==> config.mk <==
export PLATFORM = sky130hd
export DESIGN_NAME = add16_seq
export DESIGN_NICKNAME = d
export VERILOG_FILES = /design/src/rtl/add16_seq_pkg.sv /design/src/rtl/add16_seq_rca_4b.sv /design/src/rtl/add16_seq.sv
export SDC_FILE = /design/constraint.sdc
export NUM_CORES = 1
export LEC_CHECK = 0
export BUFFER_PORTS_ARGS = -buffer_cell sky130_fd_sc_hd__buf_2
export CORE_ASPECT_RATIO = 1.5
export CORE_MARGIN = 1
export CORE_UTILIZATION = 54
export DETAILED_ROUTE_END_ITERATION = 16
export PLACE_DENSITY = 0.84
export SLEW_MARGIN = 5
export SYNTH_ARGS = -nofsm -noshare
export SYNTH_HDL_FRONTEND = slang
export SYNTH_SLANG_ARGS = --single-unit
==> constraint.sdc <==
create_clock -name clk -period 4.12 [get_ports clk]
set_clock_uncertainty 0.05 [all_clocks]
set_input_delay 0.824 -clock clk [delete_from_list [all_inputs] [get_ports clk]]
set_output_delay 0.824 -clock clk [all_outputs]
set_load 0.02 [all_outputs]
==> src/rtl/add16_seq_pkg.sv <==
//==============================================================================
// Module : add16_seq_pkg
// Purpose: Definitions shared by the team's sequencer blocks. Holds the
//          three-state sequencer encoding, the default operand width in
//          nibbles, and the nibble width of the reused ripple adder.
// Ports  : none (package)
// Rev    : 1.0 - initial release
//==============================================================================
`timescale 1ns/1ps
`default_nettype none

package add16_seq_pkg;

  // Sequencer state encoding, shared by all team sequencers.
  typedef enum logic [1:0] {
    IDLE = 2'b00,
    RUN  = 2'b01,
    DONE = 2'b10
  } seq_state_t;

  localparam int NIBBLES_DEFAULT = 4;
  localparam int NIB_W           = 4;

endpackage : add16_seq_pkg

`default_nettype wire

==> src/rtl/add16_seq_rca_4b.sv <==
//==============================================================================
// Module : rca_4b
// Purpose: 4-bit ripple-carry adder, built from a chain of full adders.
// Ports  : a_i, b_i  - 4-bit addends
//          c_i       - carry in
//          s_o       - 4-bit sum
//          c_o       - carry out of bit 3
// Rev    : 1.0 - initial release
//==============================================================================
`timescale 1ns/1ps
`default_nettype none

module rca_4b
  import add16_seq_pkg::*;
(
  input  logic [NIB_W-1:0] a_i,
  input  logic [NIB_W-1:0] b_i,
  input  logic             c_i,
  output logic [NIB_W-1:0] s_o,
  output logic             c_o
);

  logic [NIB_W:0] carry;

  assign carry[0] = c_i;

  for (genvar i = 0; i < NIB_W; i++) begin : g_bit
    assign s_o[i]       = a_i[i] ^ b_i[i] ^ carry[i];
    assign carry[i + 1] = (a_i[i] & b_i[i]) | (carry[i] & (a_i[i] ^ b_i[i]));
  end

  assign c_o = carry[NIB_W];

endmodule : rca_4b

`default_nettype wire

==> src/rtl/add16_seq.sv <==
//==============================================================================
// Module : add16_seq
// Purpose: 16-bit add/subtract that reuses one 4-bit ripple adder over four
//          cycles, least significant nibble first, with valid/ready
//          handshakes on both the operand and the result side.
// Ports  : clk, rst          - clock, synchronous active-high reset
//          in_valid/in_ready - operand handshake (ready only while IDLE)
//          A, B, sub         - operands; sub=1 computes A-B
//          out_valid/out_ready - result handshake
//          Sum, Cout, Ofl    - result, carry out (1 = no borrow on subtract),
//                              signed overflow
// Rev    : 1.0 - initial release
//==============================================================================
`timescale 1ns/1ps
`default_nettype none

module add16_seq
  import add16_seq_pkg::*;
#(
  parameter int NIBBLES = NIBBLES_DEFAULT
) (
  input  logic                 clk,
  input  logic                 rst,
  input  logic                 in_valid,
  output logic                 in_ready,
  input  logic [4*NIBBLES-1:0] A,
  input  logic [4*NIBBLES-1:0] B,
  input  logic                 sub,
  output logic                 out_valid,
  input  logic                 out_ready,
  output logic [4*NIBBLES-1:0] Sum,
  output logic                 Cout,
  output logic                 Ofl
);

  localparam int W = 4 * NIBBLES;

  seq_state_t   state_q;
  logic [1:0]   cnt_q;
  logic         carry_q;
  logic [W-1:0] a_q;
  logic [W-1:0] b_q;       // B, already inverted when subtracting
  logic [W-1:0] sum_q;
  logic         cout_q;
  logic         ofl_q;
  logic         out_valid_q;

  logic [3:0]       nib_base;
  logic [NIB_W-1:0] add_s;
  logic             add_co;

  assign nib_base = {cnt_q, 2'b00};

  // The single shared datapath adder; operands come from the latched nibble
  // selected by the nibble counter.
  rca_4b u_rca (
    .a_i (a_q[nib_base +: NIB_W]),
    .b_i (b_q[nib_base +: NIB_W]),
    .c_i (carry_q),
    .s_o (add_s),
    .c_o (add_co)
  );

  always_ff @(posedge clk) begin
    if (rst) begin
      state_q     <= IDLE;
      cnt_q       <= 2'd0;
      carry_q     <= 1'b0;
      a_q         <= '0;
      b_q         <= '0;
      sum_q       <= '0;
      cout_q      <= 1'b0;
      ofl_q       <= 1'b0;
      out_valid_q <= 1'b0;
    end else begin
      case (state_q)
        IDLE: begin
          if (in_valid) begin
            // Subtract as A + ~B + 1: invert B here and seed the carry.
            a_q     <= A;
            b_q     <= B ^ {W{sub}};
            carry_q <= sub;
            cnt_q   <= 2'd0;
            state_q <= RUN;
          end
        end
        RUN: begin
          sum_q[nib_base +: NIB_W] <= add_s;
          carry_q                  <= add_co;
          if (cnt_q == 2'd3) begin
            // Last nibble: its sum bit 3 is the final Sum MSB.
            cout_q      <= add_co;
            ofl_q       <= (a_q[W-1] == b_q[W-1]) && (add_s[NIB_W-1] != a_q[W-1]);
            out_valid_q <= 1'b1;
            cnt_q       <= 2'd0;
            state_q     <= DONE;
          end else begin
            cnt_q <= cnt_q + 2'd1;
          end
        end
        DONE: begin
          if (out_ready) begin
            out_valid_q <= 1'b0;
            state_q     <= IDLE;
          end
        end
        default: begin
          out_valid_q <= 1'b0;
          state_q     <= IDLE;
        end
      endcase
    end
  end

  assign in_ready  = (state_q == IDLE);
  assign out_valid = out_valid_q;
  assign Sum       = sum_q;
  assign Cout      = cout_q;
  assign Ofl       = ofl_q;

endmodule : add16_seq

`default_nettype wire

## Yosys cells after proc, flatten, opt, wreduce, memory -nomap -nowiden

Cells that the tools add are included.

| word-level totals | value |
|---|---|
| bits in registers | 56 |
| output and inout bits | 20 |
| word-level logic and storage cells | 66 |

| cells by class | value |
|---|---|
| add/sub/neg operators | 2 |
| eq/ne operators | 8 |
| shift operators | 4 |
| multiplexer cells | 13 |
| bitwise logic cells | 22 |
| reductions and logical operators | 8 |

Operators by type and width:

| cell | count |
|---|---|
| 16-bit by 5-bit indexed part select with 4-bit output | 2 |
| 16-bit bitwise mux | 1 |
| 4-bit by 6-bit variable shift with 16-bit output (first input constant) | 1 |
| 4-bit by 6-bit indexed part select with 16-bit output | 1 |
| 16-bit bitwise XOR | 1 |
| 2-bit 2-to-1 mux | 5 |
| 1-bit AND | 8 |
| 1-bit bitwise XOR | 8 |
| 2-bit != test (second input constant) | 3 |
| 4-bit negation with 6-bit output | 1 |
| 2-bit one-hot mux with 3 select lines | 1 |
| 2-bit AND reduction | 3 |
| 3-bit AND reduction | 2 |
| 2-bit equality test (second input constant) | 2 |
| 1-bit OR | 4 |
| 2-bit one-hot mux with 2 select lines | 1 |
| 1-bit 2-to-1 mux | 3 |
| 1-bit one-hot mux with 3 select lines | 1 |
| 2-bit by 1-bit adder with 2-bit output (second input constant) | 1 |
| 2-bit by 1-bit equality test with 1-bit output (second input constant) | 1 |
| 2-bit zero test | 1 |
| 1-bit one-hot mux with 2 select lines | 1 |
| 2-bit nonzero test | 1 |
| 1-bit equality test | 1 |
| other kinds (3) | 3 |

## Longest topological paths before layout

Gate-level depths: netlist of run 1.

| depth | value |
|---|---|
| depth in word-level cells | 11 |
| gate-level depth with buffers | 8 |

## By module

A second synthesis of run 1 with hierarchy kept.

| second synthesis, totals | value |
|---|---|
| cells, all modules | 286 |
| area, all modules | 2,638.8 sq um |

Modules (own cells, without submodules):

| module | times used | cells an instance | area each (sq um) |
|---|---|---|---|
| add16_seq | 1 | 272 | 2,521.2 |
| rca_4b | 1 | 14 | 117.6 |

## Worst setup path before layout of run 1

Ideal clock, no wire load.

| timing path | value |
|---|---|
| kind | flip-flop to flip-flop |
| start point | register cnt_q[0] |
| end point | register ofl_q (netlist: Ofl) |
| library setup time | 0.086 ns |
| arrival time | 3.238 ns |
| required time | 3.984 ns |
| setup slack | 0.747 ns |
| stages on the path, launching flop included | 9 |
| buffers on the path | 1 |
| cell sequence | dfxtp_1 buf_2 mux4_2 fa_1 fa_1 fa_1 fa_1 nand3b_1 a211oi_1 |

| between the ends | value |
|---|---|
| longest elaborated chain between the ends | 11 |

Ends and longest elaborated chain:

| item | RTL line | RTL |
|---|---|---|
| start: declaration | add16_seq.sv:39 | `logic [1:0] cnt_q;` |
| start signal: assignment | add16_seq.sv:98 | `cnt_q <= cnt_q + 2'd1;` |
| 16-bit by 5-bit indexed part select with 4-bit output (on tied branches) | add16_seq.sv:57, add16_seq.sv:58 |  |
| 1-bit bitwise XOR | add16_seq_rca_4b.sv:29 | `assign carry[i + 1] = (a_i[i] & b_i[i]) \| (carry[i] & (a_i[i] ^ b_i[i]));` |
| 1-bit AND | add16_seq_rca_4b.sv:29 |  |
| 1-bit OR | add16_seq_rca_4b.sv:29 |  |
| 1-bit AND | add16_seq_rca_4b.sv:29 |  |
| 1-bit OR | add16_seq_rca_4b.sv:29 |  |
| 1-bit AND | add16_seq_rca_4b.sv:29 |  |
| 1-bit OR | add16_seq_rca_4b.sv:29 |  |
| 1-bit bitwise XOR | add16_seq_rca_4b.sv:28 | `assign s_o[i] = a_i[i] ^ b_i[i] ^ carry[i];` |
| 1-bit != test | add16_seq.sv:93 | `ofl_q <= (a_q[W-1] == b_q[W-1]) && (add_s[NIB_W-1] != a_q[W-1]);` |
| 1-bit logical AND | add16_seq.sv:93 |  |
| end signal: assignment | add16_seq.sv:93 |  |
| end: declaration | add16_seq.sv:45 | `logic ofl_q;` |

Parallel ways exist; a longest one is shown, timed or not.
A chain may end at the register's enable or synchronous reset.

## Final worst setup path of run 1

Ends and elaborated chain as after synthesis.

==> results of run 1 <==
## routing by layer
metal	global-route usage (%)	vias to the layer above	share of wire (%)
li1	-	1050	-
met5	0	-	0
met4	12.6	0	3.4
met1	24.8	949	39
met2	41.2	56	54
met3	4.03	13	3.6
## cells by family (layout without fill, tap and decap cells)
kind of cell    after synthesis  in the layout  share of synthesized area (%)
mux                           9              9                           7.38
flops                        56             56                           43.5
buf+inv                      33             80                           5.34
simple gates                 90             90                           16.6
compound gates               61             61                           15.8
xor+xnor                     16             16                           5.44
fa+ha+maj                    10             10                           6.02
## cells in the mapped netlist, types with 6 or more instances
library cell	count	area [µm²]
dfxtp_1	56	1120
nand2_1	39	146
a21oi_1	27	135
nor2_1	27	101
a211oi_1	17	128
xnor2_1	16	140
inv_1	13	48.8
clkbuf_1	11	41.3
buf_2	8	40.0
mux4_2	8	180
o32ai_1	8	70.1
ha_1	6	75.1
## cells in the final DEF (no fill, tap or decap), types with 2 or more instances in the layout
master    netlist  layout
nor3b_2         1       2
nand3b_1        4       4
clkbuf_8        0       5
dfxtp_1        56      56
nor2_1         27      27
nor2b_1         2       2
nand2_1        39      39
nand4_1         4       4
ha_1            6       6
buf_2           8      56
inv_1          13      13
mux4_2          8       8
o32ai_1         8       8
xnor2_1        16      16
a32oi_1         4       4
fa_1            4       4
buf_4           1       3
nand2b_1        4       4
a22oi_1         2       2
a21oi_1        27      27
a211oi_1       17      17
## how the worst max path moves through the flow
stage	endpoint	slack, ns
final	Ofl	0.69
after global routing	Ofl	0.50
after CTS	Ofl	0.67
after detailed placement	Ofl	0.71
after global placement	Ofl	0.78
after floorplan	Ofl	0.75
## where the power goes
part           internal, µW  total (µW)  switching [µW]  leakage [µW]
clock                   181         352             171     0.0000552
combinational          77.2         170            92.6      0.000665
sequential              569         590            21.1      0.000458
## critical path, stage by stage (launching register included)
cell,delay [ns]
dfxtp_1,0.57
mux4_2,0.57
fa_1,0.42
fa_1,0.39
fa_1,0.40
fa_1,0.54
nand3b_1,0.20
a211oi_1,0.19
## state kept, by name, summed over array words and instances, names as in the netlist
| register | count |
|---|---|
| Cout | 1 |
| Ofl | 1 |
| Sum | 16 |
| a_q | 16 |
| b_q | 16 |
| carry_q | 1 |
| cnt_q | 2 |
| out_valid | 1 |
| state_q | 2 |
## area by class of cell
| type | instances | area (µm²) |
|---|---|---|
| tap | 64 | 80.1 |
| fill | 395 | 1560 |
| inverter | 13 | 48.8 |
| timing repair buffer | 59 | 303 |
| clock buffer | 6 | 72.6 |
| sequential | 56 | 1120 |
| clock inverter | 2 | 35.0 |
| multi-input combinational | 186 | 1320 |
## through the flow
step | setup slack (ns) | power, µW | utilization (%) | cells
after CTS | 0.672 | 1120 | 65.7 | 386
after floorplan | 0.747 | 720 | - | 275
final | 0.689 | 1110 | 65.7 | 386
after detailed placement | 0.707 | 773 | 63.3 | 378
after global routing | 0.501 | 1160 | 65.7 | 386
after global placement | 0.783 | 767 | 63.3 | 378
==> qor.txt, run 1 <==
Post-DP Area -> 2880 µm²
Die Ht -> 86.6 µm
FF+latch count, synth -> 56
setup TNS -> 0 ns
largest net degree at the start of global routing -> 61
first-pass GRT wire length -> 8740 µm
IO buf count -> 56
clk root buf -> clkbuf_8
Setup Fix Bufs, Post-CTS -> 0
antenna violations before repair -> 0
R2R setup slack -> 0.69 ns
Worst setup EP type -> flop
max-cap viol count -> 0
EDFF count, synth -> 0
final hold vios -> 0
Seq/Total Area, Yosys -> 43.5%
mapped cell area -> 2580 µm²
Worst Hold End -> Sum[8]
Async SR Flop Fraction -> 0%
CP max FO -> 7
Post-CTS Hold Buffers -> 0
grt total ovfl -> 0
worst hold margin -> 0.406 ns
worst rel slew slack -> 32.1%
Post-CTS Resized -> 0
Vias -> 2068
cell leakage power -> 0.00118 µW
Arrival @ worst endpoint -> 3.60 ns
status -> complete, no violations
Power Density -> 372 nW/µm²
WP data required -> 4.29 ns
fin crit period -> 3.43 ns
Mapped Nets -> 322
Clock Sinks -> 56
Die ar. -> 5060 µm²
TritonCTS Buffers -> 5
Placer Congestion -> 0.902
final instance area -> 2980 µm²
DR pass1 iterations -> 4
worst min-delay path startpoint -> Sum[8]
synthesis warning total -> 0
hold depth -> 2
RSZ-0062 raised after global routing -> no
type of the most critical hold path -> flop to flop
Yosys cell types -> 34
Total Routing Usage GR -> 22.9%
Vias/cell -> 5.36
FP Rows -> 30
htree depth -> 2
R2R Path Start -> cnt_q[0]
vias in the first global route -> 1963
mean post-synth cell area -> 9.37 µm²
crit share post-route -> 83.3%
Critical Path Source -> cnt_q[0]
Reg clk slew, reported paths -> 0.10 ns
Bufs on Longest Clock Path -> 2
CTS tree -> yes
Worst-Margin Slew -> 1.02 ns
fin nets -> 368
total core area -> 4540 µm²
CP startpoint kind -> flop
CP Class -> flop to flop
final count of negative-setup-slack endpoints -> 0
area grow syn2layout -> 15.8%
antenna cell count -> 0
DR DRC count -> 0
Die W -> 58.4 µm
DRT antenna net count -> 0
Syn Inst Count -> 275
Top FF cell, synth -> dfxtp_1
fin. max-slew vios -> 0
final wirelength -> 5280 µm
Max Clk Rate -> 291 MHz
Initial Utilization -> 56.7%
drt initial violations -> 78
worst flop-to-flop path endpoint -> Ofl
Clock Latency Late Sink -> 0.32 ns
I/O pin count -> 57
post-detail-place hpwl -> 3870 µm
Reg2Reg Depth -> 7
fraction of layout cells with a size suffix above 1 -> 23.9%
DR WL/cell -> 13.7 µm
Worst VDD drop -> 0.000264 V
No activity file was read; power rests on OpenSTA's default activity.
==> inputs of run 2 (changes only) <==
CORE_UTILIZATION = 48   (was 54)
PLACE_DENSITY = 0.79   (was 0.84)
clock period = 3.15 ns   (was 4.12 ns; I/O delays follow)
==> qor.txt, run 2 (synthesis gave the netlist of run 1 again) <==
status -> complete, no violations (unchanged)
Total Routing Usage GR -> 21.3% (was 22.9%)
antenna cell count -> 0 (unchanged)
Worst VDD drop -> 0.000316 V (was 0.000264 V)
drt initial violations -> 60 (was 78)
grt total ovfl -> 0 (unchanged)
fin crit period -> 3.07 ns (was 3.43 ns)
Placer Congestion -> 0.849 (was 0.902)
commonest non-fill, non-tap cells in the layout -> buf_2, dfxtp_1, nand2_1, nor2_1, a21oi_1 (was dfxtp_1, buf_2, nand2_1, nor2_1, a21oi_1)
largest net degree at the start of global routing -> 49 (was 61)
Arrival @ worst endpoint -> 3.25 ns (was 3.60 ns)
type of the most critical hold path -> flop to flop (unchanged)
DRT antenna net count -> 0 (unchanged)
first-pass GRT wire length -> 9090 µm (was 8740 µm)
dpl ws -> 0.0114 ns (was 0.707 ns)
Clock Sinks -> 56 (unchanged)
CP Class -> flop to flop (unchanged)
Power Density -> 483 nW/µm² (was 372 nW/µm²)
Vias/cell -> 5.31 (was 5.36)
total core area -> 5160 µm² (was 4540 µm²)
FP Rows -> 32 (was 30)
Initial Utilization -> 49.9% (was 56.7%)
clk root buf -> clkbuf_8 (unchanged)
Reg clk slew, reported paths -> 0.10 ns (about the same)
area occupied by multi-input gates -> 1340 µm² (was 1320 µm²)
top cell family by delay on the critical path -> adder cells (unchanged)
vias in the first global route -> 1992 (was 1963)
Die ar. -> 5670 µm² (was 5060 µm²)
fin nets -> 371 (was 368)
crit share post-route -> 97.6% (was 83.3%)
worst rel slew slack -> 48.1% (was 32.1%)
htree depth -> 2 (unchanged)
WP data required -> 3.33 ns (was 4.29 ns)
Vias -> 2086 (was 2068)
CP startpoint kind -> flop (unchanged)
slowest stage delay, CP -> 0.59 ns (was 0.57 ns)
Die Ht -> 91.7 µm (was 86.6 µm)
TritonCTS Buffers -> 5 (unchanged)
CTS tree -> yes (unchanged)
Max Clk Rate -> 325 MHz (was 291 MHz)
slowest library cell on the worst path -> fa_2 (was dfxtp_1)
fraction of layout cells with a size suffix above 1 -> 26.2% (was 23.9%)
final hold vios -> 0 (unchanged)
final wirelength -> 5420 µm (was 5280 µm)
fin. max-slew vios -> 0 (unchanged)
Worst setup EP type -> flop (unchanged)
post-detail-place hpwl -> 4090 µm (was 3870 µm)
Die W -> 61.8 µm (was 58.4 µm)
IO buf count -> 56 (unchanged)
Clock Latency Late Sink -> 0.31 ns (was 0.32 ns)
WP buf/inv -> 0 (unchanged)
Bufs on Longest Clock Path -> 2 (unchanged)
most common cell after layout, fill and taps aside -> buf_2
CP max FO -> 5 (was 7)
DR pass1 iterations -> 4 (unchanged)
DR DRC count -> 0 (unchanged)
Worst path most repeated cell -> fa_2 (was fa_1)
Worst-Margin Slew -> 0.779 ns (was 1.02 ns)
DR WL/cell -> 13.8 µm (was 13.7 µm)
FF/Latch Area -> 1120 µm² (about the same)
worst hold margin -> 0.407 ns (was 0.406 ns)
max-cap viol count -> 0 (unchanged)
area grow syn2layout -> 17.5% (was 15.8%)
cell leakage power -> 0.00119 µW (was 0.00118 µW)
antenna violations before repair -> 0 (unchanged)
Final WS setup -> 0.0764 ns (was 0.689 ns)
final count of negative-setup-slack endpoints -> 0 (unchanged)
I/O pin count -> 57 (unchanged)
Filler cells -> 459 (was 395)
crit path cell chain -> mux4_2 > fa_1 > fa_2 > fa_2 > fa_2 > a21oi_1 > a211oi_2 (was mux4_2 > fa_1 > fa_1 > fa_1 > fa_1 > nand3b_1 > a211oi_1)
Power, Total -> 1460 µW (was 1110 µW)
run 2: cell count changes in the layout (fill, tap and decap cells not counted), sizes merged:
cell  previous run  this run
buf             59        62
run 2: final cells by class:
cell class	count	area share, %
repair buffers	62	10.7
flip-flops and latches	56	37.1
inverters	13	1.61
clock buffers	6	2.40
well taps	68	2.81
multi-input cells	186	44.1
clock inverters	2	1.16
run 2: tightest hold or removal path: stages, from the launching register on:
cell and delay, ns:
dfxtp_1 0.32, nand2_1 0.05, a21oi_1 0.05
run 2: worst paths after layout:
path | slack, ns | cells after the start | end | startpoint
max | 0.08 | 7 | Ofl | cnt_q[0]
min | 0.41 | 2 | Sum[8] | Sum[8]
max reg2reg | 0.08 | 7 | Ofl | cnt_q[0]
min reg2reg | 0.41 | 2 | Sum[8] | Sum[8]
run 2: through the flow:
step / area, µm² / utilization [%] / std cells / setup TNS, ns
2_1_floorplan: 2600 / - / 275 / 0
3_3_place_gp: 2910 / 56.4 / 385 / 0
3_5_place_dp: 2910 / 56.4 / 385 / 0
4_1_cts: 3020 / 58.5 / 393 / 0
5_1_grt: 3030 / 58.6 / 393 / -0.0271
6_report: 3030 / 58.6 / 393 / 0
run 2: power breakdown:
part           internal, µW  total, µW  switching [µW]
Sequential              744        769            24.8
Clock                   236        460             224
Combinational           106        232             127
Total                  1090       1460             376
run 2: routing by layer:
layer,share of wire (%),vias to the layer above,global-route usage (%)
li1,-,1053,-
met4,3.0,0,10.7
met3,3.2,11,4.51
met2,54,50,36.1
met5,0,-,0
met1,40,972,23.9
run 2: timing repair:
item                                    in CTS  in global routing
gates resized for setup                      1                  1
hold buffers                                 0                  0
setup buffers                                0                  0
pin swaps                                    0                  1
endpoints found under the setup margin       1                  1
==> inputs of run 3 (changes only) <==
CORE_UTILIZATION = 45   (was 48)
PLACE_DENSITY = 0.72   (was 0.79)
clock period = 3.6 ns   (was 3.15 ns; I/O delays follow)
==> qor.txt, run 3 (synthesis gave the netlist of run 1 again) <==
Die ar. -> 6040 µm² (was 5670 µm²)
total core area -> 5490 µm² (was 5160 µm²)
Clock Sinks -> 56 (unchanged)
Vias -> 2066 (was 2086)
antenna violations before repair -> 0 (unchanged)
Vias/cell -> 5.26 (was 5.31)
status -> complete, no violations (unchanged)
Post-CTS Hold Buffers -> 0 (unchanged)
DR pass1 iterations -> 6 (was 4)
fin crit period -> 3.37 ns (was 3.07 ns)
first-pass GRT wire length -> 9050 µm (was 9090 µm)
clk root buf -> clkbuf_8 (unchanged)
Bufs on Longest Clock Path -> 2 (unchanged)
Worst path most repeated cell -> fa_1 (was fa_2)
worst rel slew slack -> 59.5% (was 48.1%)
area occupied by multi-input gates -> 1320 µm² (was 1340 µm²)
htree depth -> 2 (unchanged)
Post-CTS Resized -> 0 (was 1)
CP startpoint kind -> flop (unchanged)
DRT antenna net count -> 0 (unchanged)
grt total ovfl -> 0 (unchanged)
drt initial violations -> 57 (was 60)
crit share post-route -> 93.6% (was 97.6%)
slowest library cell on the worst path -> mux4_2 (was fa_2)
type of the most critical hold path -> flop to flop (unchanged)
Power Density -> 466 nW/µm² (was 483 nW/µm²)
RSZ-0062 raised after global routing -> no
Worst VDD drop -> 0.000228 V (was 0.000316 V)
Clock Latency Late Sink -> 0.31 ns (about the same)
fin nets -> 369 (was 371)
top cell family by delay on the critical path -> adder cells (unchanged)
antenna cell count -> 0 (unchanged)
FP Rows -> 33 (was 32)
Post-DP Area -> 2890 µm² (was 2910 µm²)
Setup Fix Bufs, Post-CTS -> 0 (unchanged)
IO buf count -> 56 (unchanged)
max-cap viol count -> 0 (unchanged)
WP buf/inv -> 0 (unchanged)
Total Routing Usage GR -> 19.3% (was 21.3%)
Initial Utilization -> 46.9% (was 49.9%)
CTS tree -> yes (unchanged)
FF/Latch Area -> 1120 µm² (about the same)
final hold vios -> 0 (unchanged)
I/O pin count -> 57 (unchanged)
vias in the first global route -> 2032 (was 1992)
Max Clk Rate -> 297 MHz (was 325 MHz)
cell leakage power -> 0.00121 µW (was 0.00119 µW)
final wirelength -> 5350 µm (was 5420 µm)
slowest stage delay, CP -> 0.57 ns (was 0.59 ns)
fraction of layout cells with a size suffix above 1 -> 24.5% (was 26.2%)
Filler cells -> 527 (was 459)
crit path cell chain -> mux4_2 > fa_1 > fa_1 > fa_1 > fa_1 > nand3b_1 > a211oi_1 (was mux4_2 > fa_1 > fa_2 > fa_2 > fa_2 > a21oi_1 > a211oi_2)
Reg clk slew, reported paths -> 0.10 ns (about the same)
Die W -> 63.8 µm (was 61.8 µm)
Worst-Margin Slew -> 0.607 ns (was 0.779 ns)
Arrival @ worst endpoint -> 3.56 ns (was 3.25 ns)
fin. max-slew vios -> 0 (unchanged)
area grow syn2layout -> 18.3% (was 17.5%)
final count of negative-setup-slack endpoints -> 0 (unchanged)
CP max FO -> 6 (was 5)
Worst setup EP type -> flop (unchanged)
DR WL/cell -> 13.6 µm (was 13.8 µm)
commonest non-fill, non-tap cells in the layout -> dfxtp_1, buf_2, nand2_1, nor2_1, a21oi_1 (was buf_2, dfxtp_1, nand2_1, nor2_1, a21oi_1)
TritonCTS Buffers -> 5 (unchanged)
DR DRC count -> 0 (unchanged)
WP data required -> 3.79 ns (was 3.33 ns)
Die Ht -> 94.7 µm (was 91.7 µm)
setup TNS -> 0 ns (unchanged)
largest net degree at the start of global routing -> 49 (unchanged)
final instance area -> 3050 µm² (was 3030 µm²)
Placer Congestion -> 0.861 (was 0.849)
CP Class -> flop to flop (unchanged)
post-detail-place hpwl -> 3930 µm (was 4090 µm)
[run 3: cell count changes in the layout (fill, tap and decap cells not counted), sizes merged]
cell and change:
buf -2, bufinv +2, clkbuf -1, clkinv -1
[run 3: path summary, 6_finish.rpt]
path	startpoint	end	slack, ns	cells after the start
max	cnt_q[0]	Ofl	0.23	7
min	Sum[8]	Sum[8]	0.41	2
max reg2reg	cnt_q[0]	Ofl	0.23	7
min reg2reg	Sum[8]	Sum[8]	0.41	2
[run 3: routing by layer]
| layer | wire, µm | track usage [%] | up-vias |
|---|---|---|---|
| li1 | - | - | 1051 |
| met1 | 2190 | 20.9 | 961 |
| met2 | 2870 | 36.3 | 43 |
| met3 | 151 | 3.38 | 11 |
| met4 | 133 | 8.14 | 0 |
| met5 | 0 | 0 | - |
[run 3: cell type report]
| cell class | count | share of cell area [%] |
|---|---|---|
| well taps | 70 | 2.87 |
| clock buffers | 5 | 2.26 |
| inverters | 13 | 1.60 |
| flip-flops and latches | 56 | 36.8 |
| repair buffers | 60 | 10.2 |
| multi-input cells | 186 | 43.4 |
| clock inverters | 3 | 2.95 |
[run 3: where the power goes]
| group | internal (µW) | switching [µW] |
|---|---|---|
| sequential | 651 | 22.7 |
| combinational | 88.9 | 107 |
| clock | 347 | 204 |
| total | 1090 | 333 |
[run 3: worst min-delay path: stages (launching register included)]
cell     delay (ns)
dfxtp_1        0.32
nand2_1        0.05
a21oi_1        0.05
[run 3: per-stage QoR]
step / total power, µW / instances / hold WS, ns / worst slack (ns) / utilization (%)
CTS: 1430 / 393 / 0.414 / 0.207 / 55.5
global route: 1480 / 393 / 0.423 / 0.0474 / 55.5
detailed placement: 886 / 385 / 0.399 / 0.230 / 52.7
finish: 1420 / 393 / 0.407 / 0.231 / 55.5
global placement: 881 / 385 / 0.393 / 0.297 / 52.7
floorplan: 824 / 275 / 0.383 / 0.227 / -
